[config.mk]
export PLATFORM = sky130hd
export DESIGN_NAME = decim_accumulator
export DESIGN_NICKNAME = d
export VERILOG_FILES = /design/src/rtl/lpdaq_pkg.sv /design/src/rtl/decim_out_slot.sv /design/src/rtl/decim_accumulator.sv
export SDC_FILE = /design/constraint.sdc
export NUM_CORES = 1
export LEC_CHECK = 0
export ABC_AREA = 0
export BUFFER_PORTS_ARGS = -buffer_cell sky130_fd_sc_hd__buf_2
export CORE_MARGIN = 10
export CORE_UTILIZATION = 57
export DETAILED_ROUTE_END_ITERATION = 8
export PLACE_DENSITY = 0.9
export SLEW_MARGIN = 25
export SYNTH_ARGS = -nofsm -noshare
export SYNTH_HDL_FRONTEND = slang
export SYNTH_SLANG_ARGS = --single-unit
[constraint.sdc]
create_clock -name clk -period 2.8 [get_ports clk]
set_input_delay 0.42 -clock clk [delete_from_list [all_inputs] [get_ports clk]]
set_output_delay 0.42 -clock clk [all_outputs]
set_load 0.01 [all_outputs]
[src/rtl/lpdaq_pkg.sv]
// Shared types and helpers for the LPDAQ decimation path.
package lpdaq_pkg;

  typedef enum logic {OUT_EMPTY, OUT_FULL} out_state_e;

  localparam int unsigned FN_W = 32;

  // Increment that sticks at the all-ones value of a width-bit counter.
  function automatic logic [FN_W-1:0] sat_inc(input logic [FN_W-1:0] cnt,
                                              input int unsigned     width);
    logic [FN_W:0] lim;
    lim = (33'd1 << width) - 33'd1;
    if ({1'b0, cnt} >= lim) return lim[FN_W-1:0];
    return cnt + 32'd1;
  endfunction

  // Arithmetic right shift with round-half-up.
  function automatic logic signed [63:0] round_shift(input logic signed [63:0] sum,
                                                     input int unsigned        sh);
    if (sh == 0) return sum;
    return (sum + (64'sd1 <<< (sh - 1))) >>> sh;
  endfunction

endpackage

[src/rtl/decim_out_slot.sv]
// Single-entry output holding slot: valid/ready handoff of window results plus sticky overrun.
// Optional average field present when DECIM_ACC_AVG_EN is defined.
module decim_out_slot
  import lpdaq_pkg::*;
#(
  parameter int unsigned OW = 22,
  parameter int unsigned CW = 7
`ifdef DECIM_ACC_AVG_EN
  , parameter int unsigned AW = 16
`endif
) (
  input  logic                 clk,
  input  logic                 rst_n,
  input  logic                 tick_i,
  input  logic signed [OW-1:0] sum_i,
  input  logic [CW-1:0]        cnt_i,
`ifdef DECIM_ACC_AVG_EN
  input  logic signed [AW-1:0] avg_i,
  output logic signed [AW-1:0] out_avg_o,
`endif
  input  logic                 out_ready_i,
  output logic                 out_valid_o,
  output logic signed [OW-1:0] out_data_o,
  output logic [CW-1:0]        out_cnt_o,
  output logic                 overrun_o
);

  out_state_e          state_q, state_d;
  logic                load_c;
  logic                set_ovr_c;
  logic signed [OW-1:0] data_q;
  logic [CW-1:0]       cnt_q;
  logic                ovr_q;
`ifdef DECIM_ACC_AVG_EN
  logic signed [AW-1:0] avg_q;
`endif

  always_ff @(posedge clk or negedge rst_n) begin
    if (!rst_n) begin
      state_q <= OUT_EMPTY;
    end else begin
      state_q <= state_d;
    end
  end

  // A tick while full either replaces the delivered result or is dropped.
  always_comb begin
    state_d   = state_q;
    load_c    = 1'b0;
    set_ovr_c = 1'b0;
    case (state_q)
      OUT_EMPTY: begin
        if (tick_i) begin
          load_c  = 1'b1;
          state_d = OUT_FULL;
        end
      end
      OUT_FULL: begin
        if (tick_i) begin
          if (out_ready_i) load_c = 1'b1;
          else             set_ovr_c = 1'b1;
        end else if (out_ready_i) begin
          state_d = OUT_EMPTY;
        end
      end
    endcase
  end

  always_ff @(posedge clk or negedge rst_n) begin
    if (!rst_n) begin
      data_q <= '0;
      cnt_q  <= '0;
      ovr_q  <= 1'b0;
`ifdef DECIM_ACC_AVG_EN
      avg_q  <= '0;
`endif
    end else begin
      if (load_c) begin
        data_q <= sum_i;
        cnt_q  <= cnt_i;
`ifdef DECIM_ACC_AVG_EN
        avg_q  <= avg_i;
`endif
      end
      if (set_ovr_c) ovr_q <= 1'b1;
    end
  end

  assign out_valid_o = (state_q == OUT_FULL);
  assign out_data_o  = data_q;
  assign out_cnt_o   = cnt_q;
  assign overrun_o   = ovr_q;
`ifdef DECIM_ACC_AVG_EN
  assign out_avg_o   = avg_q;
`endif

endmodule

[src/rtl/decim_accumulator.sv]
// Windowed signed sample accumulator; window closed by tick, result handed off via valid/ready.
// Define DECIM_ACC_AVG_EN to add the rounded, clamped per-window average output out_avg.
module decim_accumulator
  import lpdaq_pkg::*;
#(
  parameter  int unsigned DW = 16,
  parameter  int unsigned N  = 64,
  localparam int unsigned CW = $clog2(N) + 1,
  localparam int unsigned OW = DW + $clog2(N)
) (
  input  logic                 clk,
  input  logic                 rst_n,
  input  logic                 in_valid,
  input  logic signed [DW-1:0] in_data,
  input  logic                 tick,
  output logic                 out_valid,
  input  logic                 out_ready,
  output logic signed [OW-1:0] out_data,
  output logic [CW-1:0]        out_cnt,
`ifdef DECIM_ACC_AVG_EN
  output logic signed [DW-1:0] out_avg,
`endif
  output logic                 overrun
);

  logic signed [OW-1:0] acc_q, acc_d;
  logic signed [OW-1:0] sample_ext_c;
  logic signed [OW-1:0] sum_c;
  logic [CW-1:0]        cnt_q, cnt_d;
  logic [CW-1:0]        n_c;

  // The tick-cycle sample is folded into the closing window.
  assign sample_ext_c = in_valid ? OW'(in_data) : '0;
  assign sum_c        = acc_q + sample_ext_c;
  assign n_c          = in_valid ? CW'(sat_inc(32'(cnt_q), CW)) : cnt_q;

  always_comb begin
    acc_d = sum_c;
    cnt_d = n_c;
    if (tick) begin
      acc_d = '0;
      cnt_d = '0;
    end
  end

  always_ff @(posedge clk or negedge rst_n) begin
    if (!rst_n) begin
      acc_q <= '0;
      cnt_q <= '0;
    end else begin
      acc_q <= acc_d;
      cnt_q <= cnt_d;
    end
  end

`ifdef DECIM_ACC_AVG_EN
  localparam int unsigned SH = $clog2(N);
  localparam logic signed [63:0] AVG_MAX = (64'sd1 <<< (DW - 1)) - 64'sd1;
  localparam logic signed [63:0] AVG_MIN = -(64'sd1 <<< (DW - 1));

  if (N == 0 || (N & (N - 1)) != 0) begin : g_n_pow2_check
    $error("decim_accumulator: N must be a power of 2 when the average output is enabled");
  end

  logic signed [63:0]   avg_wide_c;
  logic signed [DW-1:0] avg_c;

  // Saturate the rounded mean into the sample range.
  always_comb begin
    avg_wide_c = round_shift(64'(sum_c), SH);
    avg_c      = DW'(avg_wide_c);
    if (avg_wide_c > AVG_MAX)      avg_c = DW'(AVG_MAX);
    else if (avg_wide_c < AVG_MIN) avg_c = DW'(AVG_MIN);
  end
`endif

  decim_out_slot #(
    .OW (OW),
    .CW (CW)
`ifdef DECIM_ACC_AVG_EN
    , .AW (DW)
`endif
  ) u_out_slot (
    .clk         (clk),
    .rst_n       (rst_n),
    .tick_i      (tick),
    .sum_i       (sum_c),
    .cnt_i       (n_c),
`ifdef DECIM_ACC_AVG_EN
    .avg_i       (avg_c),
    .out_avg_o   (out_avg),
`endif
    .out_ready_i (out_ready),
    .out_valid_o (out_valid),
    .out_data_o  (out_data),
    .out_cnt_o   (out_cnt),
    .overrun_o   (overrun)
  );

endmodule

==> metrics.cfg, run 1 <==
[status]
outcome = finished clean

[timing]
clock_skew_ps = 8.29
worst_slew_pin_slew_ps = 531
fin_ws_ps = 380
period_minus_slack_ps = 2420
setup_tns_ps = 0
hold_viol_final = 0
finalSetupViolations = 0
fin_crit_sh_pct = 86.4
relSlewSlack_pct = 64.3
grt_setup_unrepaired = no
finalMaxSlewViolations = 0
fmax_mhz = 413

[final_layout]
fillerInstances = 436
n_antenna_cell = 0
fin_cells = 513
drive_gt1_share_pct = 21.5
most-common-layout-cells = dfrtp_1 (60), buf_2 (51), nand2_1 (49)
finish.instance_area_sq_um = 4090
layout_commonest_cell = dfrtp_1
nets = 477
post-route-util_pct = 68.6
syn2layout_area_growth_pct = 16.6

[placed_design]
port_buffers = 51
dpl.cell_count = 497
place_congestion = 0.943
place_area_sq_um = 3870
pre_cts_ws_ps = 84.0
detailed_place_hpwl_mm = 6.40

[yosys]
synthFlopType = dfrtp_1
synth.mux.area_fraction_pct = 1.21
synthXorXnorAreaFrac_pct = 5.72
netlist_top_cells_area = dfrtp_1 (43%), ha_1 (7.9%), nand2_1 (5.3%)
async_flop_share_pct = 100
synth_top_family_by_area = compound AO/OA/AOI/OAI gates
synth_top_area_cell = dfrtp_1
syn_nets = 419
synth_edf_count = 0
synth.avg_cell_area_sq_um = 9.34
synth_compound_area_share_pct = 19.7
synthAdderAreaFrac_pct = 8.43
synth_cell_types = 51
seq_area_frac_synth_pct = 42.9
syn_area_sq_um = 3500
synthCells = 375
synth-simple-area-share_pct = 19.0
synth_top_area_share_pct = 42.9
synth_warnings = 0
synth_seq_cells = 60

[global_route]
antenna_found_initial = 0
grt-ovfl-total = 0
grt_pass1_wl_mm = 14.6
grt_max_degree = 38
grtUsageTotal_pct = 18.0
first_global_vias = 3097

[critical_path]
setup.worst_path.start_class = flop
crit_path_max_fanout = 6
cp.arrival_ps = 2640
reg2reg_from = acc_q[0]
slowest_stage = fa_1
critical_path.startpoint = acc_q[0]
cp-end-kind = flop
cp_common_cell = o21ai_1
crit_path_cell_trace = ha_1, fa_1, a21o_1, a221oi_2, buf_4, o21ai_1, a31oi_1, xor2_1, o21ai_1
path_class = reg -> reg
cp_slowest_stage_delay_ps = 410
required_ps = 3020

[floorplan]
start_util_pct = 58.8
core_area_sq_um = 5960
die_h_microns = 98.4
rows = 28
boundaryPins = 52
die_w_microns = 98.4
die_area_sq_um = 9680

[clock_network]
worstSkewPairLatency_ps = 340
cts_max_path_buffers = 2
cts_setup_buffers = 0
numCtsBuffers = 9
ctsResizeCount = 0
clk_pin_slew_ps = 70
cts_tree = built
ctsHtreeMaxLevel = 3
postCtsHoldBufs = 0
clock-sinks = 60
cts-root-buf = clkbuf_8

[detailed_routing]
drtAntennaViolNets = 0
firstDrtPassIters = 4
num_vias = 3011
drt_wl_total_mm = 8.57
post-route-drc-count = 0
wl_per_cell_microns = 16.7
drtIter0Drc = 205
viasPerCell = 5.87

[pwr]
leakage_nw = 1.98
ir_drop_mv = 0.360
power.density_nw_per_um2 = 668

[min_path]
min_path_type = in -> async

[flow_run]
drv_cap = 0

sequential cells by signal, indices dropped and copies added (netlist names):
name / flops
acc_q: 22
u_out_slot.out_data_o: 22
cnt_q: 7
u_out_slot.out_cnt_o: 7
u_out_slot.out_valid_o: 1
u_out_slot.overrun_o: 1
layout make-up:
type	count	area [sq um]	area share [%]
inverter	7	26.3	0.643
sequential	60	1500	36.8
timing repair buffer	65	360	8.82
tap	75	93.8	2.30
multi-input combinational	290	1890	46.3
clock buffer	11	151	3.71
clock inverter	5	58.8	1.44
final timing paths:
check / endpoint / slack [ps] / depth (start not counted)
worst max-delay path: u_out_slot.out_data_o[18] / 380 / 9
worst min-delay path: u_out_slot.out_data_o[16] / 70 / 2
worst max register to register: u_out_slot.out_data_o[18] / 380 / 9
worst min register to register: u_out_slot.out_cnt_o[6] / 470 / 2
max in group asynchronous: acc_q[2] / 2330 / 2
min in group clk: u_out_slot.out_valid_o / 420 / 3
per-stage QoR:
stage               total power [mW]  hold WS (ps)
floorplan                       1.63           124
global placement                1.88           427
detailed placement              1.92           440
CTS                             2.74          77.7
global route                    2.88           101
finish                          2.73          73.1
where the power goes:
| group | internal, mW | total (mW) | switching, mW | leakage [nW] |
|---|---|---|---|---|
| clock network | 0.461 | 0.820 | 0.359 | 0.102 |
| registers | 1.02 | 1.09 | 0.0754 | 0.779 |
| logic | 0.326 | 0.817 | 0.491 | 1.10 |
| total | 1.80 | 2.73 | 0.926 | 1.98 |
layer usage:
metal / track usage (%) / share of wire [%]
met5: 0 / 0
met4: 7.94 / 2.7
met3: 4.02 / 6.2
met2: 31.6 / 50
met1: 20.3 / 41
worst max-delay path, delay by kind of cell (launching register included):
family | cells | cell delay (ps)
adders and majority gates | 2 | 650
buffers and inverters | 1 | 190
xor gates and xnor gates | 1 | 200
AOI/OAI and AO/OA | 5 | 880
DFF | 1 | 380
logic make-up (layout without fill, tap and decap cells):
family | Yosys count | in the layout
simple gates | 143 | 143
fa+ha+maj | 23 | 23
buf+inv | 25 | 88
flops | 60 | 60
compound gates | 98 | 98
xor+xnor | 22 | 22
mux | 4 | 4
Yosys cell counts, types with 2 or more instances:
master,number
xnor2_1,14
mux2i_1,2
inv_1,7
nand4_1,6
nand2b_1,3
buf_2,5
and3_1,7
o31ai_1,4
mux2_2,2
nor2b_1,4
nor3_1,4
a211o_1,2
nor3b_1,2
o21ai_1,6
nand3_1,8
o21bai_1,2
a31oi_1,4
o21ai_0,33
buf_1,2
ha_1,22
nand2_1,49
a211oi_1,6
a21o_1,6
clkbuf_1,10
and2_1,15
xor2_1,7
a22oi_1,3
dfrtp_1,60
and4_1,2
a21oi_1,17
a2111oi_4,2
nor2_1,40
Note: power is estimated with default switching activity, not from simulation.
==> run 2, diff against run 1 <==
--- a/config.mk
+++ b/config.mk
@@ -10,7 +10,7 @@
 export CORE_MARGIN = 10
 export CORE_UTILIZATION = 57
 export DETAILED_ROUTE_END_ITERATION = 8
-export PLACE_DENSITY = 0.9
+export PLACE_DENSITY = 0.77
 export SLEW_MARGIN = 25
 export SYNTH_ARGS = -nofsm -noshare
 export SYNTH_HDL_FRONTEND = slang
==> run 2 against run 1 <==
First-iteration DRC count decreased by 18%. Sequential share of layout area decreased by 0.13 points. Clock skew is essentially flat. Design area up 0.37%. Combinational power hardly changed. Setup slack got worse by 57 ps. Count of clock-buffer cells in the layout is 1 higher. Critical path depth rose by 1. Fmax fell by 2.3%. Utilization up 0.25 points. Power is 2.1% higher. Critical path type is now in -> reg. Critical endpoint is now u_out_slot.out_data_o[19]. Largest power group unchanged.
==> metrics.cfg, run 2 (same netlist as run 1, synthesis figures left out) <==
[global_route]
antenna_found_initial = 0
grt_max_degree = 32
grt-ovfl-total = 0
first_global_vias = 3045
grt_pass1_wl_mm = 14.9
grtUsageTotal_pct = 18.5

[critical_path]
slowest_stage = a2111oi_4
cp_top_family = compound AO/OA/AOI/OAI gates
cp.arrival_ps = 2710
path_buf_inv = 2
path_class = in -> reg
required_ps = 3030
crit_path_max_fanout = 13
setup.worst_path.start_class = primary input
crit_path_cell_trace = buf_2, buf_4, and2_1, ha_1, nand3_1, o211ai_2, a32oi_2, a2111oi_4, mux2i_1, nand2_1
cp-end-kind = flop
cp_slowest_stage_delay_ps = 490

[timing]
setup_tns_ps = 0
relSlewSlack_pct = 66.0
hold_viol_final = 0
period_minus_slack_ps = 2480
finalMaxSlewViolations = 0
clock_skew_ps = 8.02
fmax_mhz = 404
grt_setup_unrepaired = no
fin_crit_sh_pct = 88.5
fin_ws_ps = 323
worst_slew_pin_slew_ps = 510
finalSetupViolations = 0

[min_path]
min_path_type = in -> async

[floorplan]
boundaryPins = 52
die_w_microns = 98.4
rows = 28
core_area_sq_um = 5960
die_h_microns = 98.4
die_area_sq_um = 9680
start_util_pct = 58.8

[final_layout]
most-common-layout-cells = dfrtp_1 (60), buf_2 (51), nand2_1 (49)
n_antenna_cell = 0
drive_gt1_share_pct = 21.2
syn2layout_area_growth_pct = 17.1
nets = 478
fillerInstances = 464
layout_commonest_cell = dfrtp_1
multi_input_area_sq_um = 1890
post-route-util_pct = 68.8
ff_latch_area_sq_um = 1500

[placed_design]
place_congestion = 0.927
port_buffers = 51
detailed_place_hpwl_mm = 6.42
pre_cts_ws_ps = 10.6

[detailed_routing]
viasPerCell = 5.66
firstDrtPassIters = 4
wl_per_cell_microns = 17.0
drtAntennaViolNets = 0
post-route-drc-count = 0
drtIter0Drc = 169
drt_wl_total_mm = 8.73
num_vias = 2910

[clock_network]
cts_setup_buffers = 0
cts-root-buf = clkbuf_8
worstSkewPairLatency_ps = 340
clock-sinks = 60
clk_pin_slew_ps = 70
ctsResizeCount = 0
ctsHtreeMaxLevel = 3
postCtsHoldBufs = 0
cts_max_path_buffers = 2
numCtsBuffers = 9
cts_tree = built

[pwr]
leakage_nw = 1.99
power.density_nw_per_um2 = 680
ir_drop_mv = 0.375
power_mw = 2.79

[status]
outcome = finished clean

[flow_run]
drv_cap = 0

-- run 2: changes by cell type in the layout (fill, tap and decap cells not counted), sizes merged --
cell      before  now
buf           65   66
bufinv         1    2
clkbuf        11   12
clkinvlp       2    1
inv            8    7
-- run 2: report_power, final --
part | switching [mW] | leakage, nW | internal (mW)
Combinational | 0.490 | 1.11 | 0.330
Sequential | 0.0735 | 0.779 | 1.02
Clock | 0.352 | 0.107 | 0.525
-- run 2: final cells by class --
class / instances / share of cell area, %
Clock buffer: 12 / 3.54
Clock inverter: 4 / 1.77
Inverter: 7 / 0.641
Multi-Input combinational cell: 290 / 46.2
Sequential cell: 60 / 36.6
Tap cell: 75 / 2.29
Timing Repair Buffer: 66 / 8.97
-- run 2: routing by layer --
| layer | part of all wire (%) | wire length (microns) | global-route usage (%) | up-vias |
|---|---|---|---|---|
| li1 | - | - | - | 1441 |
| met1 | 44 | 3820 | 23.3 | 1394 |
| met2 | 50 | 4340 | 30.4 | 63 |
| met3 | 5.2 | 456 | 5.14 | 12 |
| met4 | 1.4 | 121 | 4.96 | 0 |
| met5 | 0 | 0 | 0 | - |
-- run 2: worst paths after layout --
path                                                  end  cells past startpoint  slack (ps)               startpoint
worst max-delay path            u_out_slot.out_data_o[19]                     10         320                 in_valid
worst min-delay path             u_out_slot.out_data_o[3]                      1          50                    rst_n
worst max register to register  u_out_slot.out_data_o[10]                      9         430                 acc_q[0]
worst min register to register    u_out_slot.out_cnt_o[2]                      2         470  u_out_slot.out_cnt_o[2]
max in group asynchronous       u_out_slot.out_data_o[17]                      2        2100                    rst_n
min in group clk                   u_out_slot.out_valid_o                      3         410                out_ready
-- run 2: metrics by stage --
step	std cells	hold WS, ps	area [sq um]
detailed placement	498	416	3880
global route	514	84.0	4100
finish	514	45.5	4100
CTS	514	54.3	4100
global placement	498	409	3880
floorplan	375	124	3500
